===== config.mk =====
export PLATFORM = sky130hd
export DESIGN_NAME = busy_free_arbiter
export DESIGN_NICKNAME = d
export VERILOG_FILES = /design/src/rtl/busy_free_arbiter_pkg.sv /design/src/rtl/busy_free_arbiter_rr_pick2.sv /design/src/rtl/busy_free_arbiter.sv
export SDC_FILE = /design/constraint.sdc
export NUM_CORES = 1
export LEC_CHECK = 0
export BUFFER_PORTS_ARGS = -buffer_cell sky130_fd_sc_hd__clkbuf_2
export CAP_MARGIN = 20
export CORE_AREA = 2 2 89 65
export CTS_BUF_LIST = sky130_fd_sc_hd__clkbuf_2
export DETAILED_ROUTE_END_ITERATION = 16
export DIE_AREA = 0 0 91 67
export PLACE_DENSITY = 0.68
export SLEW_MARGIN = 20
export SYNTH_ARGS = -nofsm -noshare
export SYNTH_HDL_FRONTEND = slang
export SYNTH_SLANG_ARGS = --single-unit
export TNS_END_PERCENT = 100

===== constraint.sdc =====
create_clock -name clock -period 5.05 [get_ports clock]
set_input_delay 0.2525 -clock clock [delete_from_list [all_inputs] [get_ports clock]]
set_output_delay 0.2525 -clock clock [all_outputs]
set_load 0.01 [all_outputs]

===== src/rtl/busy_free_arbiter_pkg.sv =====
// Shared definitions for the busytable free-port arbiter.
//   - physical register sizing (PREG_W, PREG_RANGE, PREG_SIZE)
//   - ROB state encodings used to gate grants
//   - writeback requester index constants
//   - one-hot to index helper used for the round-robin pointer update
package busy_free_arbiter_pkg;

  localparam int NUM_REQ    = 4;
  localparam int PTR_W      = 2;
  localparam int PREG_W     = 6;
  localparam int PREG_RANGE = PREG_W - 1;
  localparam int PREG_SIZE  = 64;

  localparam logic [1:0] ROB_STATE_IDLE          = 2'd0;
  localparam logic [1:0] ROB_STATE_WALKING       = 2'd1;
  localparam logic [1:0] ROB_STATE_OVERWRITE_RAT = 2'd2;

  localparam logic [PTR_W-1:0] WB_REQ_ALU0 = 2'd0;
  localparam logic [PTR_W-1:0] WB_REQ_ALU1 = 2'd1;
  localparam logic [PTR_W-1:0] WB_REQ_MDU  = 2'd2;
  localparam logic [PTR_W-1:0] WB_REQ_LSU  = 2'd3;

  function automatic logic [PTR_W-1:0] oh2idx(input logic [NUM_REQ-1:0] oh);
    logic [PTR_W-1:0] idx;
    idx = '0;
    for (int i = 0; i < NUM_REQ; i++) begin
      if (oh[i]) idx = idx | PTR_W'(i);
    end
    return idx;
  endfunction

endpackage


===== src/rtl/busy_free_arbiter_rr_pick2.sv =====
// Combinational two-wide round-robin picker.
//   valid  : request vector
//   ptr    : highest-priority index
//   g0_oh/g0_vld : first valid index scanning upward from ptr (mod NUM_REQ)
//   g1_oh/g1_vld : next valid index after g0, before wrapping back to ptr
module busy_free_arbiter_rr_pick2
  import busy_free_arbiter_pkg::*;
(
  input  logic [NUM_REQ-1:0] valid,
  input  logic [PTR_W-1:0]   ptr,
  output logic [NUM_REQ-1:0] g0_oh,
  output logic               g0_vld,
  output logic [NUM_REQ-1:0] g1_oh,
  output logic               g1_vld
);

  logic [PTR_W-1:0] idx;

  // A single scan of all NUM_REQ offsets from ptr; the index arithmetic
  // wraps naturally in PTR_W bits, so g1 can never revisit ptr.
  always_comb begin
    g0_oh  = '0;
    g0_vld = 1'b0;
    g1_oh  = '0;
    g1_vld = 1'b0;
    idx    = '0;
    for (int k = 0; k < NUM_REQ; k++) begin
      idx = ptr + PTR_W'(k);
      if (valid[idx]) begin
        if (!g0_vld) begin
          g0_oh[idx] = 1'b1;
          g0_vld     = 1'b1;
        end else if (!g1_vld) begin
          g1_oh[idx] = 1'b1;
          g1_vld     = 1'b1;
        end
      end
    end
  end

endmodule


===== src/rtl/busy_free_arbiter.sv =====
// Shares the busytable's two free ports among the writeback requesters
// (ALU0, ALU1, MUL/DIV, LSU). Up to two grants per cycle, two-wide
// round-robin, all grants suppressed while the ROB overwrites the RAT.
//   clock, reset            : clock, synchronous active-high reset
//   req_valid/req_prd       : per-requester prd to free (prd i at [i*PREG_W +: PREG_W])
//   req_ready               : combinational accept per requester
//   rob_state               : ROB state (ROB_STATE_*)
//   free_en0/1, free_addr0/1: registered busytable free ports
//   grant_cnt               : grants accepted last cycle, registered
module busy_free_arbiter
  import busy_free_arbiter_pkg::*;
(
  input  logic                      clock,
  input  logic                      reset,
  input  logic [NUM_REQ-1:0]        req_valid,
  input  logic [NUM_REQ*PREG_W-1:0] req_prd,
  output logic [NUM_REQ-1:0]        req_ready,
  input  logic [1:0]                rob_state,
  output logic                      free_en0,
  output logic [PREG_W-1:0]         free_addr0,
  output logic                      free_en1,
  output logic [PREG_W-1:0]         free_addr1,
  output logic [1:0]                grant_cnt
);

  logic [PTR_W-1:0]   rr_ptr_q, rr_ptr_d;
  logic               free_en0_q, free_en0_d;
  logic               free_en1_q, free_en1_d;
  logic [PREG_W-1:0]  free_addr0_q, free_addr0_d;
  logic [PREG_W-1:0]  free_addr1_q, free_addr1_d;
  logic [1:0]         grant_cnt_q, grant_cnt_d;

  logic [NUM_REQ-1:0] g0_oh, g1_oh;
  logic               g0_vld, g1_vld;
  logic               gate, acc0, acc1;
  logic [PREG_W-1:0]  prd0, prd1;

  busy_free_arbiter_rr_pick2 u_pick (
    .valid  (req_valid),
    .ptr    (rr_ptr_q),
    .g0_oh  (g0_oh),
    .g0_vld (g0_vld),
    .g1_oh  (g1_oh),
    .g1_vld (g1_vld)
  );

  // Reset gates ready combinationally so a pending valid is not counted as
  // a transfer on the reset edge.
  assign gate = ~reset & (rob_state != ROB_STATE_OVERWRITE_RAT);
  assign acc0 = gate & g0_vld;
  assign acc1 = gate & g1_vld;

  assign req_ready = (g0_oh & {NUM_REQ{acc0}}) | (g1_oh & {NUM_REQ{acc1}});

  always_comb begin
    prd0 = '0;
    prd1 = '0;
    for (int i = 0; i < NUM_REQ; i++) begin
      if (g0_oh[i]) prd0 = req_prd[i*PREG_W +: PREG_W];
      if (g1_oh[i]) prd1 = req_prd[i*PREG_W +: PREG_W];
    end
  end

  always_comb begin
    free_en0_d   = acc0;
    free_en1_d   = acc1;
    free_addr0_d = acc0 ? prd0 : free_addr0_q;
    free_addr1_d = acc1 ? prd1 : free_addr1_q;
    // acc1 implies acc0, so the count is {acc1, acc0 & ~acc1}.
    grant_cnt_d  = {acc1, acc0 & ~acc1};
    rr_ptr_d     = rr_ptr_q;
    if (acc1)      rr_ptr_d = oh2idx(g1_oh) + 2'd1;
    else if (acc0) rr_ptr_d = oh2idx(g0_oh) + 2'd1;
  end

  always_ff @(posedge clock) begin
    if (reset) begin
      rr_ptr_q     <= '0;
      free_en0_q   <= 1'b0;
      free_en1_q   <= 1'b0;
      free_addr0_q <= '0;
      free_addr1_q <= '0;
      grant_cnt_q  <= '0;
    end else begin
      rr_ptr_q     <= rr_ptr_d;
      free_en0_q   <= free_en0_d;
      free_en1_q   <= free_en1_d;
      free_addr0_q <= free_addr0_d;
      free_addr1_q <= free_addr1_d;
      grant_cnt_q  <= grant_cnt_d;
    end
  end

  assign free_en0   = free_en0_q;
  assign free_en1   = free_en1_q;
  assign free_addr0 = free_addr0_q;
  assign free_addr1 = free_addr1_q;
  assign grant_cnt  = grant_cnt_q;

endmodule


==> results of run 1 <==
[cell families (layout without fill, tap and decap cells)]
logic type | after synthesis | in the layout | share of synthesized area, %
fa+ha+maj | 6 | 6 | 4.09
buf+inv | 39 | 74 | 11.1
flops | 17 | 17 | 19.2
mux | 11 | 11 | 9.17
compound gates | 83 | 83 | 37.0
xor+xnor | 2 | 2 | 0.987
simple gates | 58 | 58 | 18.5
[worst paths after layout]
kind                                      to                        from  slack (ps)  cells after the start
hold reg to reg   free_addr0[5]$_SDFFE_PP0P_  free_addr0[5]$_SDFFE_PP0P_         480                      2
setup / recovery                req_ready[1]    rr_ptr_q[0]$_SDFFE_PP0P_         740                      9
setup reg to reg    rr_ptr_q[1]$_SDFFE_PP0P_    rr_ptr_q[0]$_SDFFE_PP0P_        1190                      9
hold / removal      rr_ptr_q[0]$_SDFFE_PP0P_                       reset         160                      2
[report_power, final]
part / internal, µW / leakage [µW] / switching [µW] / total (µW)
clock network: 18.0 / 0.0000164 / 47.4 / 65.4
logic: 299 / 0.000691 / 400 / 699
registers: 182 / 0.000141 / 49.9 / 232
total: 499 / 0.000848 / 498 / 997
[layout make-up]
class | instances | area share [%]
repair buffers | 51 | 12.7
inverters | 19 | 3.54
multi-input cells | 160 | 61.4
well taps | 72 | 4.47
clock buffers | 3 | 0.745
clock inverters | 1 | 0.248
flip-flops and latches | 17 | 16.9
[worst register-to-register path, delay by kind of cell (launching register included)]
kind | cells | cell delay [ps]
fa+ha+maj | 1 | 500
compound gates | 5 | 1780
simple gates | 1 | 180
flops | 1 | 880
xor+xnor | 1 | 150
buf+inv | 1 | 290
[through the flow]
step	setup WS (ps)	total power, µW	instances	hold slack, ps	util (%)
global route	504	1080	323	140	38.9
detailed placement	1170	920	319	446	38.5
global placement	1310	914	319	447	38.5
finish	745	997	323	157	38.9
floorplan	2080	765	216	317	-
CTS	792	984	323	157	38.9
[per-layer routing]
layer | vias up | share of wire, % | track usage [%]
met2 | 71 | 44 | 25.8
met1 | 876 | 49 | 24.6
li1 | 907 | - | -
met3 | 6 | 6.9 | 2.83
met5 | - | 0 | 0
met4 | 0 | 0.53 | 2.08
[layout by cell type, fill, tap and decap left out, drive strengths merged, types with 6 or more instances in the layout]
master  instances
inv            19
o221a           6
and2            6
o221ai          6
o21ai          24
nor2           11
nand2          11
nand3           7
a22oi           7
dfxtp          17
a221oi         11
clkbuf         54
[sequential cells by signal, indices dropped and copies added (netlist names)]
name / flops
free_addr0: 6
free_addr1: 6
rr_ptr_q: 2
free_en0: 1
free_en1: 1
grant_cnt: 1
==> impl_metrics.toml, run 1 <==
[yosys]
synth_nets = 253
synth-seq-area-share_pct = 19.2
yosys_warnings = 0
ys_types = 61
synth_seq_cells = 17
synthTopCellsByArea = "dfxtp_1, mux4_2, a221oi_1, inv_1, o221a_2"
netlist_area_um2 = 1770
yosysTopAreaCellShare_pct = 19.2
syn_inst = 216
synth_commonest_cells = "inv_1, dfxtp_1, o21ai_1, nand2_1, o21ai_0"
synth.most_common_cell = "inv_1"
ys_async_sr_fraction_pct = 0
synth_edf_count = 0
yosysTopAreaCell = "dfxtp_1"
syn_area_per_cell_um2 = 8.21
synth_ff_type = "dfxtp_1"

[sta]
slew_headroom_pct = 46.7
rsz0062_at_grt = "no"
period_share_pct = 85.3
worstMarginPinSlew_ps = 798
hold_viol = 0
clock_skew_ps = 11.6
clock.fmax_ghz = 0.232
fin_crit_ps = 4310
slew_viol_final = 0
setup-tns-final_ps = 0
finalSetupViolations = 0

[clock_tree]
cts_resized = 0
cts_buffer_depth = 2
cts_hold_buf = 0
cts_sinks = 17
clk_pin_slew_ps = 170
clk_latency_ps = 310
cts_root_buf = "clkbuf_2"
cts_tree = "done"
cts_setup_buffers = 0
htree_num_levels = 1
cts_buffers = 3

[global_routing]
grt_pass1_wl_mm = 8.29
grt_overflow = 0
track_usage_pct = 16.6
grt_pass1_vias = 1668
grt_antenna_before_repair = 0
grt_max_degree = 20

[finish]
n_antenna_cell = 0
postLayoutCellArea_um2 = 2010
layout-drive-gt1-share_pct = 31.5
syn2layout_area_growth_pct = 13.5
multiInputGateArea_um2 = 1240
fill_cells = 549
nets = 289
seqCellArea_um2 = 340

[worst_setup_path]
cp_slowest_stage_delay_ps = 880
worstSetupStartpointType = "flip-flop"
worstSetupPathType = "flip-flop to primary output"
critPathBufInv = 2
critPathTopFamily = "flip-flops"
cp.arrival_ps = 4050
cpMaxStageDelayCell = "dfxtp_1"
end_kind = "primary output"
required_ps = 4800
crit_fanout = 19
crit_chain = "inv_1 > ha_1 > mux4_2 > or3_1 > nand3_1 > a22oi_2 > and2_4 > o21ai_0 > clkbuf_2"

[die]
fp.dieH_um = 67
dieArea_um2 = 6100
num_rows = 22
io_pins = 52
die_width_um = 91
core_region_area_um2 = 5170
start_util_pct = 34.3

[routing]
via_count = 1860
final_antenna_net_count = 0
wl_mm = 5.06
viasPerCell = 5.76
dr.pass1.iters = 5
drcViolationCount = 0
wire_per_inst_um = 15.7
first_iter_violations = 240

[pwr]
max-vdd-ir-drop_mv = 0.138
leakage_uw = 0.000848
p_per_area_nw_per_um2 = 495

[placed_design]
place_congestion = 0.809
io_buffers = 51
place_area_um2 = 1990
dp.final_hpwl_mm = 3.84

[worst_hold_path]
worstHoldPathType = "input port to flip-flop"

[outcome]
status = "finished clean"

[flow_run]
drv_cap = 0
Note: power is estimated with default switching activity, not from simulation.
==> inputs of run 2 (changes only) <==
==> constraint.sdc (replaced) <==
create_clock -name clock -period 5.05 [get_ports clock]
set_input_delay 1.01 -clock clock [delete_from_list [all_inputs] [get_ports clock]]
set_output_delay 1.01 -clock clock [all_outputs]
set_load 0.01 [all_outputs]
==> impl_metrics.toml, run 2 (synthesis gave the netlist of run 1 again) <==
[sta]
clock_skew_ps = 2.54
period_share_pct = 83.3
fin_crit_ps = 4210
slew_headroom_pct = 61.3
worstMarginPinSlew_ps = 580
slew_viol_final = 0
finalSetupViolations = 0
clock.fmax_ghz = 0.238
rsz0062_at_grt = "no"
setup-tns-final_ps = 0
hold_viol = 0

[worst_setup_path]
end_kind = "primary output"
reg2reg_from = "rr_ptr_q[0]$_SDFFE_PP0P_"
cpMaxStageDelayCell = "mux4_2"
required_ps = 4040
crit_fanout = 13
rr_worst_depth = 9
worstSetupPathType = "flip-flop to primary output"
worstSetupStartpointType = "flip-flop"
critPathBufInv = 2
worstSetupPathDepth = 9
crit_end = "req_ready[1]"
crit_chain = "inv_1 > ha_1 > mux4_2 > or3_1 > nand3_1 > a22oi_2 > and2_4 > o21ai_0 > clkbuf_2"
reg2reg_setup_slack_ps = 1920
rr_endpoint = "free_addr0[5]$_SDFFE_PP0P_"
cp_slowest_stage_delay_ps = 690
cp.arrival_ps = 3200
crit_path_start = "rr_ptr_q[0]$_SDFFE_PP0P_"
critPathTopFamily = "simple AND/OR/NAND/NOR gates"

[finish]
layout-drive-gt1-share_pct = 32.0
final_cell_mix = "clkbuf_2, inv_1, dfxtp_1"
n_antenna_cell = 0
postLayoutCellArea_um2 = 2030
mostFrequentLayoutCell = "clkbuf_2"
fin_cells = 325
nets = 291
syn2layout_area_growth_pct = 14.4

[clock_tree]
clk_latency_ps = 290
cts_hold_buf = 0
cts_root_buf = "clkbuf_2"
htree_num_levels = 1
cts_sinks = 17
cts_buffers = 3
cts_tree = "done"
cts_resized = 0
cts_buffer_depth = 2
clk_pin_slew_ps = 170
cts_setup_buffers = 0

[placed_design]
io_buffers = 51
place_area_um2 = 2010
dp.final_hpwl_mm = 3.67
place_inst = 321
place_congestion = 0.880

[pwr]
leakage_uw = 0.000859
max-vdd-ir-drop_mv = 0.132
p_per_area_nw_per_um2 = 491

[routing]
dr.pass1.iters = 5
viasPerCell = 5.78
via_count = 1880
drcViolationCount = 0
wire_per_inst_um = 14.9
final_antenna_net_count = 0
wl_mm = 4.85
first_iter_violations = 188

[die]
core_region_area_um2 = 5170
dieArea_um2 = 6100
io_pins = 52
die_width_um = 91
num_rows = 22
start_util_pct = 34.3
fp.dieH_um = 67

[global_routing]
grt_use_met2_pct = 23.2
grt_antenna_before_repair = 0
track_usage_pct = 15.2
grt-busiest-layer = "met2"
gr-usage-met3_pct = 3.62
grt_max_degree = 19
grt_overflow = 0
met1_usage_pct = 22.0
grt_pass1_wl_mm = 7.55
grt_pass1_vias = 1543

[worst_hold_path]
hold_path_depth = 2
worstHoldPathType = "flip-flop to flip-flop"

[flow_run]
drv_cap = 0

[outcome]
status = "finished clean"
run 2: cell types whose count changed in the layout (fill, tap and decap cells not counted):
cell and change:
clkbuf_2 +1, buf_4 +2, clkinv_2 -1
run 2: power by group:
group / switching (µW) / leakage [µW] / internal [µW] / total, µW
combinational: 423 / 0.000701 / 304 / 727
sequential: 23.1 / 0.000141 / 182 / 205
clock: 43.8 / 0.0000166 / 21.0 / 64.8
run 2: worst min path at each step:
stage / start / end / slack [ps]
after floorplan: free_addr0[0]$_SDFFE_PP0P_ / free_addr0[0]$_SDFFE_PP0P_ / 470
after global placement: free_addr0[4]$_SDFFE_PP0P_ / free_addr0[4]$_SDFFE_PP0P_ / 440
after detailed placement: free_addr0[3]$_SDFFE_PP0P_ / free_addr0[3]$_SDFFE_PP0P_ / 450
after CTS: free_addr0[3]$_SDFFE_PP0P_ / free_addr0[3]$_SDFFE_PP0P_ / 470
after global routing: free_addr0[4]$_SDFFE_PP0P_ / free_addr0[4]$_SDFFE_PP0P_ / 510
final: free_addr0[3]$_SDFFE_PP0P_ / free_addr0[3]$_SDFFE_PP0P_ / 460
run 2: stage by stage:
stage               power, µW  hold WS, ps  util [%]  setup slack, ps
floorplan                 765          474         -             1320
CTS                       986          466      39.2              869
finish                    997          464      39.2              844
detailed placement        921          447      38.8              902
global placement          917          444      38.8              961
global route             1070          506      39.2              649
run 2: worst min-delay path, delay by kind of cell, from the launching register on:
family          cells  cell delay [ps]
compound gates      1               50
flops               1              340
simple gates        1               50
run 2: cell type report:
class / instances / area [µm²]
fill: 545 / 3150
multi-input combinational: 160 / 1240
sequential: 17 / 340
timing repair buffer: 53 / 270
tap: 72 / 90.1
inverter: 19 / 71.3
clock buffer: 4 / 20.0
run 2: routing by layer:
metal	share of wire [%]	routed length, µm	vias up
li1	-	-	912
met1	48	2320	891
met2	44	2150	75
met3	7.6	370	2
met4	0.25	12	0
met5	0	0	-
==> inputs of run 3 (changes only) <==
--- a/config.mk
+++ b/config.mk
@@ -5,13 +5,14 @@
 export SDC_FILE = /design/constraint.sdc
 export NUM_CORES = 1
 export LEC_CHECK = 0
+export ABC_AREA = 1
 export BUFFER_PORTS_ARGS = -buffer_cell sky130_fd_sc_hd__clkbuf_2
 export CAP_MARGIN = 20
-export CORE_AREA = 2 2 89 65
+export CORE_AREA = 2 2 90 66
 export CTS_BUF_LIST = sky130_fd_sc_hd__clkbuf_2
 export DETAILED_ROUTE_END_ITERATION = 16
-export DIE_AREA = 0 0 91 67
-export PLACE_DENSITY = 0.68
+export DIE_AREA = 0 0 92 68
+export PLACE_DENSITY = 0.71
 export SLEW_MARGIN = 20
 export SYNTH_ARGS = -nofsm -noshare
 export SYNTH_HDL_FRONTEND = slang
==> constraint.sdc (replaced) <==
create_clock -name clock -period 3.5 [get_ports clock]
set_input_delay 0.7 -clock clock [delete_from_list [all_inputs] [get_ports clock]]
set_output_delay 0.7 -clock clock [all_outputs]
set_load 0.01 [all_outputs]
==> impl_metrics.toml, run 3 <==
[pwr]
p_total_uw = 2040
p_per_area_nw_per_um2 = 916
leakage_uw = 0.00120
max-vdd-ir-drop_mv = 0.310

[worst_hold_path]
hold_path_depth = 2
worstHoldPathType = "flip-flop to flip-flop"

[clock_tree]
cts_tree = "done"
cts_buffer_depth = 2
clk_latency_ps = 310
htree_num_levels = 1
clk_pin_slew_ps = 170
cts_root_buf = "clkbuf_2"
cts_buffers = 3
cts_sinks = 17

[worst_setup_path]
worstSetupStartpointType = "flip-flop"
worstSetupPathType = "flip-flop to primary output"
path_common_cell = "inv_2"
rr_worst_depth = 17
cp_slowest_stage_delay_ps = 420
crit_fanout = 13
required_ps = 2800
reg2reg_setup_slack_ps = 1050
cpMaxStageDelayCell = "dfxtp_4"
end_kind = "primary output"
cp.arrival_ps = 2570
crit_chain = "inv_2 > ha_1 > inv_2 > nand3_1 > nand2_4 > nand3_4 > nor2_4 > nand2_1 > nand2_4 > inv_2 > o22ai_1 > clkbuf_2"

[yosys]
synth_nets = 347
synth_commonest_cells = "nand2_1, a21oi_1, inv_1, dfxtp_1, nor2_1"
synth_ff_type = "dfxtp_1"
synth_seq_cells = 17
synth-seq-area-share_pct = 18.4
synth_edf_count = 0
netlist_area_um2 = 1850
synth.most_common_cell = "nand2_1"
synthTopCellsByArea = "nand2_1, dfxtp_1, a21oi_1, inv_1, a21oi_2"
ys_async_sr_fraction_pct = 0
yosys_warnings = 0
yosysTopAreaCellShare_pct = 23.1
syn_inst = 310
syn_area_per_cell_um2 = 5.98
yosysTopAreaCell = "nand2_1"
ys_types = 30

[global_routing]
grt_overflow = 0
grt_antenna_before_repair = 0
grt_max_degree = 20
grt_pass1_wl_mm = 8.67
grt_pass1_vias = 1848
track_usage_pct = 17.2

[sta]
rsz0062_at_grt = "no"
setup-tns-final_ps = 0
hold_viol = 0
whs_ps = 473
slew_headroom_pct = 58.9
worstMarginPinSlew_ps = 615
period_share_pct = 93.5
clock.fmax_ghz = 0.305
clock_skew_ps = 1.94
slew_viol_final = 0
finalSetupViolations = 0
fin_crit_ps = 3270

[placed_design]
place_congestion = 0.990
dp.final_hpwl_mm = 4.20
io_buffers = 51

[routing]
dr.pass1.iters = 4
viasPerCell = 4.82
wl_mm = 5.30
via_count = 2115
drcViolationCount = 0
wire_per_inst_um = 12.1
final_antenna_net_count = 0
first_iter_violations = 140

[finish]
nets = 402
mostFrequentLayoutCell = "nand2_1"
final_cell_mix = "nand2_1, clkbuf_2, a21oi_1"
n_antenna_cell = 0
layout-drive-gt1-share_pct = 31.3
syn2layout_area_growth_pct = 19.9
fin_util_pct = 40.7

[die]
dieArea_um2 = 6260
num_rows = 23
fp.dieH_um = 68
io_pins = 52
start_util_pct = 33.9
core_region_area_um2 = 5470
die_width_um = 92

[flow_run]
drv_cap = 0

[outcome]
status = "finished clean"
==> run 3: changes by cell type in the layout (fill, tap and decap cells not counted), moves of 6 or more <==
cell,change
nand2_1,+103
a21oi_1,+40
a221oi_1,-10
inv_2,+9
nand2_2,+9
o21ai_1,-9
a21oi_2,+7
inv_1,+7
nand3_1,+7
a22oi_1,-6
buf_4,+6
o221a_2,-6
o221ai_1,-6
==> run 3: worst paths after layout <==
path | from | end
max reg2reg | rr_ptr_q[0]$_SDFFE_PP0P_ | rr_ptr_q[1]$_SDFFE_PP0P_
min | free_addr0[3]$_SDFFE_PP0P_ | free_addr0[3]$_SDFFE_PP0P_
min reg2reg | free_addr0[3]$_SDFFE_PP0P_ | free_addr0[3]$_SDFFE_PP0P_
max | rr_ptr_q[0]$_SDFFE_PP0P_ | req_ready[3]
==> run 3: final cells by class <==
class	count	area [µm²]
tap	75	93.8
fill	614	3240
timing repair buffer	59	315
clock inverter	1	5.00
sequential	17	348
clock buffer	3	15.0
multi-input combinational	247	1300
inverter	37	144
==> run 3: power breakdown <==
group / leakage [µW] / total, µW / internal (µW) / switching (µW)
Clock: 0.0000164 / 92.8 / 25.9 / 67.0
Sequential: 0.000141 / 307 / 266 / 41.5
Combinational: 0.00104 / 1640 / 575 / 1060
==> run 3: timing repair <==
action / in CTS / in global routing
setup endpoints to repair: 3 / 4
buffers inserted: 0 / 5
pin swaps: 0 / 1
resized for setup: 2 / 5
hold buffers: 0 / 0
==> run 3: cells by family after synthesis <==
family	share of synthesized area (%)
simple gates	44.6
compound gates	21.6
buf+inv	12.1
flops	18.4
fa+ha+maj	3.37
==> run 3: critical path, delay by kind of cell, from the launching register on <==
kind,cells,cell delay (ps)
compound gates,1,170
buf+inv,4,410
simple gates,6,900
flops,1,420
fa+ha+maj,1,340
==> run 3: stage by stage <==
step	setup slack, ps	cell area (µm²)	cells
after detailed placement	380	2150	430
final	226	2220	439
after global routing	40.1	2220	439
after floorplan	796	1850	310
after CTS	83.7	2170	434
after global placement	497	2150	430
==> run 3: per-layer routing <==
| layer | GRT usage (%) | vias up | part of all wire, % |
|---|---|---|---|
| met4 | 2.43 | 0 | 0.25 |
| met5 | 0 | - | 0 |
| li1 | - | 1104 | - |
| met1 | 24.5 | 949 | 51 |
| met3 | 5.51 | 2 | 7.7 |
| met2 | 25.9 | 60 | 41 |
